`config.mk`:
```
export PLATFORM = sky130hd
export DESIGN_NAME = sponge_padder
export DESIGN_NICKNAME = d
export VERILOG_FILES = /design/src/rtl/sponge_padder.sv
export SDC_FILE = /design/constraint.sdc
export NUM_CORES = 2
export LEC_CHECK = 0
export CAP_MARGIN = 10
export CORE_AREA = 2 2 431 433
export DETAILED_ROUTE_END_ITERATION = 12
export DIE_AREA = 0 0 433 435
export GPL_TIMING_DRIVEN = 0
export PLACE_DENSITY = 0.61
export SYNTH_ARGS = -nofsm -noshare
export SYNTH_HDL_FRONTEND = slang
export SYNTH_HIERARCHICAL = 1
export SYNTH_SLANG_ARGS = --single-unit
```
`constraint.sdc`:
```
create_clock -name clk -period 4.5 [get_ports clk]
set_input_delay 0.9 -clock clk [delete_from_list [all_inputs] [get_ports clk]]
set_output_delay 0.9 -clock clk [all_outputs]
set_load 0.05 [all_outputs]
```
`src/rtl/sponge_padder.sv`:
```
// Sponge message padder: packs a byte stream into RATE_BYTES-wide rate blocks
// and applies the domain-separation suffix plus the final 0x80 pad bit.

module sponge_padder_lane (
  input  logic       clk,
  input  logic       reset,
  input  logic       clr,
  input  logic       wr,
  input  logic [7:0] d,
  input  logic [7:0] x,
  output logic [7:0] q
);
  // Clear/write selects the base value; the pad mask is XORed on top so a
  // clear plus mask loads the standalone padding block in one step.
  always_ff @(posedge clk or posedge reset) begin
    if (reset) q <= 8'h00;
    else       q <= (clr ? 8'h00 : (wr ? d : q)) ^ x;
  end
endmodule

module sponge_padder #(
  parameter int         RATE_BYTES = 136,
  parameter logic [7:0] DS         = 8'h1F
) (
  input  logic                    clk,
  input  logic                    reset,
  input  logic [7:0]              in_data,
  input  logic                    in_valid,
  input  logic                    in_last,
  input  logic                    in_empty,
  output logic                    in_ready,
  output logic [RATE_BYTES*8-1:0] blk_data,
  output logic                    blk_valid,
  input  logic                    blk_ready,
  output logic                    blk_last
);
  localparam int CW = $clog2(RATE_BYTES + 1);

  typedef enum logic [1:0] {FILL, EMIT, EXTRA} state_t;

  state_t          state;
  logic [CW-1:0]   cnt;
  logic            pend;

  logic            acc, has_byte, pad_en, hs, clr, in_extra;
  logic [CW-1:0]   k;
  logic [RATE_BYTES-1:0][7:0] bytes;

  assign acc      = in_valid & in_ready & (state == FILL);
  assign has_byte = ~(in_last & in_empty);
  assign k        = cnt + CW'(has_byte);
  // Padding fits into the current block only when the message leaves room.
  assign pad_en   = acc & in_last & (k != CW'(RATE_BYTES));
  assign hs       = blk_valid & blk_ready;
  assign in_extra = (state == EXTRA);
  assign clr      = hs | in_extra;
  assign blk_data = bytes;

  for (genvar i = 0; i < RATE_BYTES; i++) begin : g_lane
    logic       wr;
    logic [7:0] x;

    assign wr = acc & has_byte & (cnt == CW'(i));
    assign x  = ((pad_en && (k == CW'(i)))             ? DS    : 8'h00)
              ^ ((pad_en && (i == RATE_BYTES - 1))     ? 8'h80 : 8'h00)
              ^ ((in_extra && (i == 0))                ? DS    : 8'h00)
              ^ ((in_extra && (i == RATE_BYTES - 1))   ? 8'h80 : 8'h00);

    sponge_padder_lane u_lane (
      .clk   (clk),
      .reset (reset),
      .clr   (clr),
      .wr    (wr),
      .d     (in_data),
      .x     (x),
      .q     (bytes[i])
    );
  end

  always_ff @(posedge clk or posedge reset) begin
    if (reset) begin
      state     <= FILL;
      cnt       <= '0;
      pend      <= 1'b0;
      in_ready  <= 1'b1;
      blk_valid <= 1'b0;
      blk_last  <= 1'b0;
    end else begin
      case (state)
        FILL: begin
          if (acc) begin
            cnt <= k;
            if (in_last || (k == CW'(RATE_BYTES))) begin
              state     <= EMIT;
              in_ready  <= 1'b0;
              blk_valid <= 1'b1;
              blk_last  <= pad_en;
              // A full block ending the message needs a separate pad block.
              pend      <= in_last & ~pad_en;
            end
          end
        end
        EMIT: begin
          if (blk_ready) begin
            cnt       <= '0;
            blk_valid <= 1'b0;
            blk_last  <= 1'b0;
            if (pend) begin
              state <= EXTRA;
            end else begin
              state    <= FILL;
              in_ready <= 1'b1;
            end
          end
        end
        EXTRA: begin
          pend      <= 1'b0;
          state     <= EMIT;
          blk_valid <= 1'b1;
          blk_last  <= 1'b1;
        end
        default: begin
          state    <= FILL;
          in_ready <= 1'b1;
        end
      endcase
    end
  end
endmodule
```
==> impl_metrics.prom <==
# TYPE chip_impl_metric gauge
chip_impl_metric{name="floorplan.die.height",unit="um"} 435
chip_impl_metric{name="buffer_ports.inserted",unit=""} 1104
chip_impl_metric{name="final-hold-violation-count",unit=""} 0
chip_impl_metric{name="max_cap_violations",unit=""} 0
chip_impl_metric{name="drtAntennaViolNets",unit=""} 0
chip_impl_info{name="rsz0062_at_grt",value="no"} 1
chip_impl_metric{name="clock-sinks",unit=""} 1102
chip_impl_metric{name="final_max_slew_viol_count",unit=""} 0
chip_impl_metric{name="filler_cell_count",unit=""} 17620
chip_impl_metric{name="share_of_flip_flops_with_an_asynchronous_set_or_reset_after_synthesis",unit="%"} 100.0
chip_impl_metric{name="floorplan.initialDensity",unit="%"} 30.98
chip_impl_metric{name="timing.clock.skew",unit="ps"} 35.64
chip_impl_metric{name="synth_area_per_cell",unit="um2"} 10.84
chip_impl_metric{name="cts-hold-fix-buffers",unit=""} 0
chip_impl_metric{name="routed-via-count",unit=""} 43030
chip_impl_metric{name="min_period_over_period",unit="%"} 97.26
chip_impl_metric{name="fmax",unit="MHz"} 228.5
chip_impl_metric{name="postSynthCellCount",unit=""} 5261
chip_impl_metric{name="grt_pass1_vias",unit=""} 43560
chip_impl_metric{name="antenna_found_initial",unit=""} 9
chip_impl_metric{name="multi_input_area",unit="um2"} 28120
chip_impl_metric{name="chipWidth",unit="um"} 433
chip_impl_metric{name="dp.cells",unit=""} 9277
chip_impl_metric{name="final-seq-area",unit="um2"} 27580
chip_impl_metric{name="drt-total-wl",unit="um"} 238200
chip_impl_metric{name="timing_worst_slew_pin_value",unit="ps"} 1185
chip_impl_metric{name="p_leak",unit="nW"} 37.50
chip_impl_info{name="cts_tree",value="done"} 1
chip_impl_metric{name="worstPathRequired",unit="ps"} 5190
chip_impl_metric{name="timing.reg2reg.worst_path_depth",unit=""} 8
chip_impl_metric{name="synth_compound_gate_area_share",unit="%"} 0.5355
chip_impl_metric{name="fp.coreArea",unit="um2"} 184000
chip_impl_metric{name="multiplexer_area_fraction_after_synthesis",unit="%"} 19.18
chip_impl_metric{name="yosysWarnings",unit=""} 6
chip_impl_metric{name="finish.cell_count_without_fillers",unit=""} 9515
chip_impl_metric{name="globalRoute.totalOverflow",unit=""} 0
chip_impl_metric{name="grt_start_max_net_pins",unit=""} 75
chip_impl_metric{name="ys_seq_area_share",unit="%"} 48.37
chip_impl_metric{name="finalWeightedCongestion",unit=""} 0.8669
chip_impl_metric{name="grt_usage",unit="%"} 24.72
chip_impl_metric{name="synth-edff-count",unit=""} 0
chip_impl_metric{name="final.min_clock_period",unit="ps"} 4377
chip_impl_metric{name="num_cts_buffers",unit=""} 136
chip_impl_metric{name="clock_latency",unit="ps"} 810
chip_impl_metric{name="drt_drc_violations_left",unit=""} 0
chip_impl_metric{name="grt_pass1_wl",unit="um"} 335200
chip_impl_metric{name="power",unit="mW"} 42.37
chip_impl_metric{name="critPathMaxFanout",unit=""} 10
chip_impl_info{name="largest_family_of_logic_cells_by_synthesized_area",value="multiplexers"} 1
chip_impl_metric{name="netlist_area",unit="um2"} 57010
chip_impl_metric{name="clk_transition_reported_paths",unit="ps"} 50
chip_impl_metric{name="routed_wire_length_per_instance",unit="um"} 25.04
chip_impl_info{name="crit_type",value="input port to register"} 1
chip_impl_metric{name="slew_headroom",unit="%"} 20.75
chip_impl_info{name="status",value="complete, no violations"} 1
chip_impl_metric{name="drive_gt1_share",unit="%"} 7.608
chip_impl_metric{name="die_area",unit="um2"} 188400
chip_impl_metric{name="worst_case_clock_buffer_depth",unit=""} 3
chip_impl_metric{name="power_per_cell_area",unit="nW/um2"} 543.8
chip_impl_metric{name="area_overhead_of_the_layout_relative_to_synthesis",unit="%"} 36.66
chip_impl_metric{name="synth-simple-area-share",unit="%"} 9.937
chip_impl_metric{name="detail_route.iter0.violations",unit=""} 2680
chip_impl_info{name="worstHoldPathType",value="input port to async pin"} 1
chip_impl_metric{name="cts.htree.levels",unit=""} 4
chip_impl_metric{name="dp.final_hpwl",unit="um"} 165800
chip_impl_metric{name="post_synth_xor_area_fraction",unit="%"} 16.79
chip_impl_metric{name="setup_viol_count_final",unit=""} 0
chip_impl_info{name="critical_path.endpoint_type",value="register"} 1
chip_impl_info{name="critical_path.startpoint_type",value="input port"} 1
chip_impl_info{name="ys_dominant_reg_cell",value="sky130_fd_sc_hd__dfrtp_1"} 1
chip_impl_metric{name="arithmetic_cell_share_of_the_synthesized_area_counting_full_adders_half_adders_and_majority_gates",unit="%"} 0.1317
chip_impl_metric{name="register_bit_count_reported_by_yosys",unit=""} 1102
chip_impl_metric{name="fp-row-count",unit=""} 158
chip_impl_metric{name="route.detailed.vias_per_inst",unit=""} 4.522
chip_impl_metric{name="worst-endpoint-arrival",unit="ps"} 5070
chip_impl_metric{name="drt_first_pass_iters",unit=""} 5
chip_impl_metric{name="maximum_vdd_drop",unit="V"} 0.0004894
chip_impl_metric{name="num_io_pins",unit=""} 1105
chip_impl_metric{name="number_of_distinct_standard_cells_referenced_by_the_synthesized_netlist",unit=""} 48
chip_impl_metric{name="finish.net_count",unit=""} 6955
chip_impl_info{name="clk_root_buffer_cell",value="sky130_fd_sc_hd__clkbuf_16"} 1
final timing paths:
check | start | endpoint | slack, ps
hold reg to reg | in_ready$_DFFE_PP1P_ | in_ready$_DFFE_PP1P_ | 520
hold / removal | reset | g_lane[52].u_lane/q[1]$_DFF_PP0_ | 270
setup reg to reg | cnt[0]$_DFFE_PP0P_ | g_lane[36].u_lane/q[3]$_DFF_PP0_ | 490
min in group clk | in_ready$_DFFE_PP1P_ | in_ready$_DFFE_PP1P_ | 520
setup / recovery | in_last | g_lane[36].u_lane/q[3]$_DFF_PP0_ | 120
max in group asynchronous | reset | cnt[4]$_DFFE_PP0P_ | 3050
logic make-up after synthesis:
group,after synthesis
XOR/XNOR,1093
other,1
buffers and inverters,446
AND/OR/NAND/NOR,1476
adder cells (fa/ha/maj),6
multiplexers,1092
flip-flops,1102
AO/OA/AOI/OAI,45
critical path: stages:
cell	delay [ps]
sky130_fd_sc_hd__clkdlybuf4s50_1	490
sky130_fd_sc_hd__nand2_1	130
sky130_fd_sc_hd__ha_1	260
sky130_fd_sc_hd__ha_1	280
sky130_fd_sc_hd__nand3_1	260
sky130_fd_sc_hd__o41ai_2	660
sky130_fd_sc_hd__nand2_2	580
sky130_fd_sc_hd__clkbuf_2	620
sky130_fd_sc_hd__nor2_1	610
sky130_fd_sc_hd__xor2_1	220
synth_stat cells (2+ instances only):
master	count	area share, %
sky130_fd_sc_hd__a22oi_1	4	0.053
sky130_fd_sc_hd__nor2b_1	8	0.088
sky130_fd_sc_hd__nand2_1	61	0.40
sky130_fd_sc_hd__dfrtp_1	1101	48
sky130_fd_sc_hd__xor2_1	1091	17
sky130_fd_sc_hd__clkbuf_1	24	0.16
sky130_fd_sc_hd__xnor2_1	2	0.031
sky130_fd_sc_hd__nor2_1	1374	9.0
sky130_fd_sc_hd__nand3_1	9	0.079
sky130_fd_sc_hd__o2bb2ai_1	3	0.046
sky130_fd_sc_hd__nor3_1	3	0.026
sky130_fd_sc_hd__mux2i_1	1091	19
sky130_fd_sc_hd__a21oi_1	3	0.026
sky130_fd_sc_hd__nand2b_1	4	0.044
sky130_fd_sc_hd__ha_1	6	0.13
sky130_fd_sc_hd__and2_1	2	0.022
sky130_fd_sc_hd__and4_1	2	0.031
sky130_fd_sc_hd__nor3b_1	4	0.053
sky130_fd_sc_hd__buf_4	2	0.026
sky130_fd_sc_hd__o31ai_1	3	0.039
sky130_fd_sc_hd__inv_1	143	0.94
sky130_fd_sc_hd__buf_2	141	1.2
sky130_fd_sc_hd__o21ai_0	18	0.16
sky130_fd_sc_hd__buf_6	136	2.7
sky130_fd_sc_hd__and3_1	2	0.022
sky130_fd_sc_hd__o32ai_1	2	0.031
power breakdown:
| group | switching [mW] | total (mW) | leakage (nW) | internal [mW] |
|---|---|---|---|---|
| Clock | 4.66 | 11.2 | 2.16 | 6.49 |
| Sequential | 1.29 | 13.2 | 14.4 | 11.9 |
| Combinational | 12.6 | 18.0 | 20.9 | 5.38 |
| Total | 18.6 | 42.4 | 37.5 | 23.8 |
metal layers:
metal  GRT usage [%]  wire length, um  vias up
met4           12.47            13560        0
met5               0                0        -
li1                -                -    19800
met1           29.40            94850    21350
met2           40.70           112800     1471
met3           6.902            16990      412
cell type report:
| class | instances | area share, % |
|---|---|---|
| diodes | 3 | 0.009635 |
| plain buffers | 303 | 3.022 |
| clock buffers | 201 | 5.055 |
| clock inverters | 34 | 0.6440 |
| inverters | 143 | 0.6889 |
| multi-input cells | 4119 | 36.09 |
| flip-flops and latches | 1102 | 35.40 |
| well taps | 2480 | 3.983 |
| repair buffers | 1130 | 15.11 |
state kept, by name, summed over array words and instances, names as in the netlist:
register         flops
blk_last             1
blk_valid            1
cnt                  8
g_lane.u_lane/q   1088
in_ready             1
pend                 1
state                2
cell usage in the layout (no fill, tap or decap), types with 4 or more instances in the layout:
cell and n:
sky130_fd_sc_hd__a22oi_1 4, sky130_fd_sc_hd__buf_16 23, sky130_fd_sc_hd__buf_2 141, sky130_fd_sc_hd__buf_6 136, sky130_fd_sc_hd__buf_8 12, sky130_fd_sc_hd__bufinv_16 7
sky130_fd_sc_hd__clkbuf_1 51, sky130_fd_sc_hd__clkbuf_16 137, sky130_fd_sc_hd__clkbuf_2 10, sky130_fd_sc_hd__clkbuf_8 27, sky130_fd_sc_hd__clkdlybuf4s50_1 1095, sky130_fd_sc_hd__clkinv_2 8
sky130_fd_sc_hd__conb_1 407, sky130_fd_sc_hd__dfrtp_1 1101, sky130_fd_sc_hd__ha_1 6, sky130_fd_sc_hd__inv_1 143, sky130_fd_sc_hd__inv_16 4, sky130_fd_sc_hd__inv_6 6
sky130_fd_sc_hd__mux2i_1 1091, sky130_fd_sc_hd__nand2_1 58, sky130_fd_sc_hd__nand2b_1 4, sky130_fd_sc_hd__nand3_1 8, sky130_fd_sc_hd__nor2_1 1374, sky130_fd_sc_hd__nor2b_1 8
sky130_fd_sc_hd__nor3b_1 4, sky130_fd_sc_hd__o21ai_0 18, sky130_fd_sc_hd__xor2_1 1091
per-stage QoR:
step / worst slack [ps] / hold WS (ps) / TNS [ps] / util (%) / instance area (um2)
global route: 33.32 / 276.9 / 0 / 42.33 / 77910
CTS: 0.4543 / 241.0 / 0 / 42.33 / 77900
detailed placement: -886.5 / 505.6 / -234630 / 39.91 / 73460
floorplan: 1215 / 496.1 / 0 / - / 58540
finish: 123.3 / 265.3 / 0 / 42.33 / 77910
global placement: -6103 / 503.4 / - / 39.50 / 72690
repair_timing:
action                     4_1_cts  5_1_grt
setup buffers                    0        0
setup endpoints to repair        1       30
resized for setup                1        2
(Power assumes the default switching activity.)
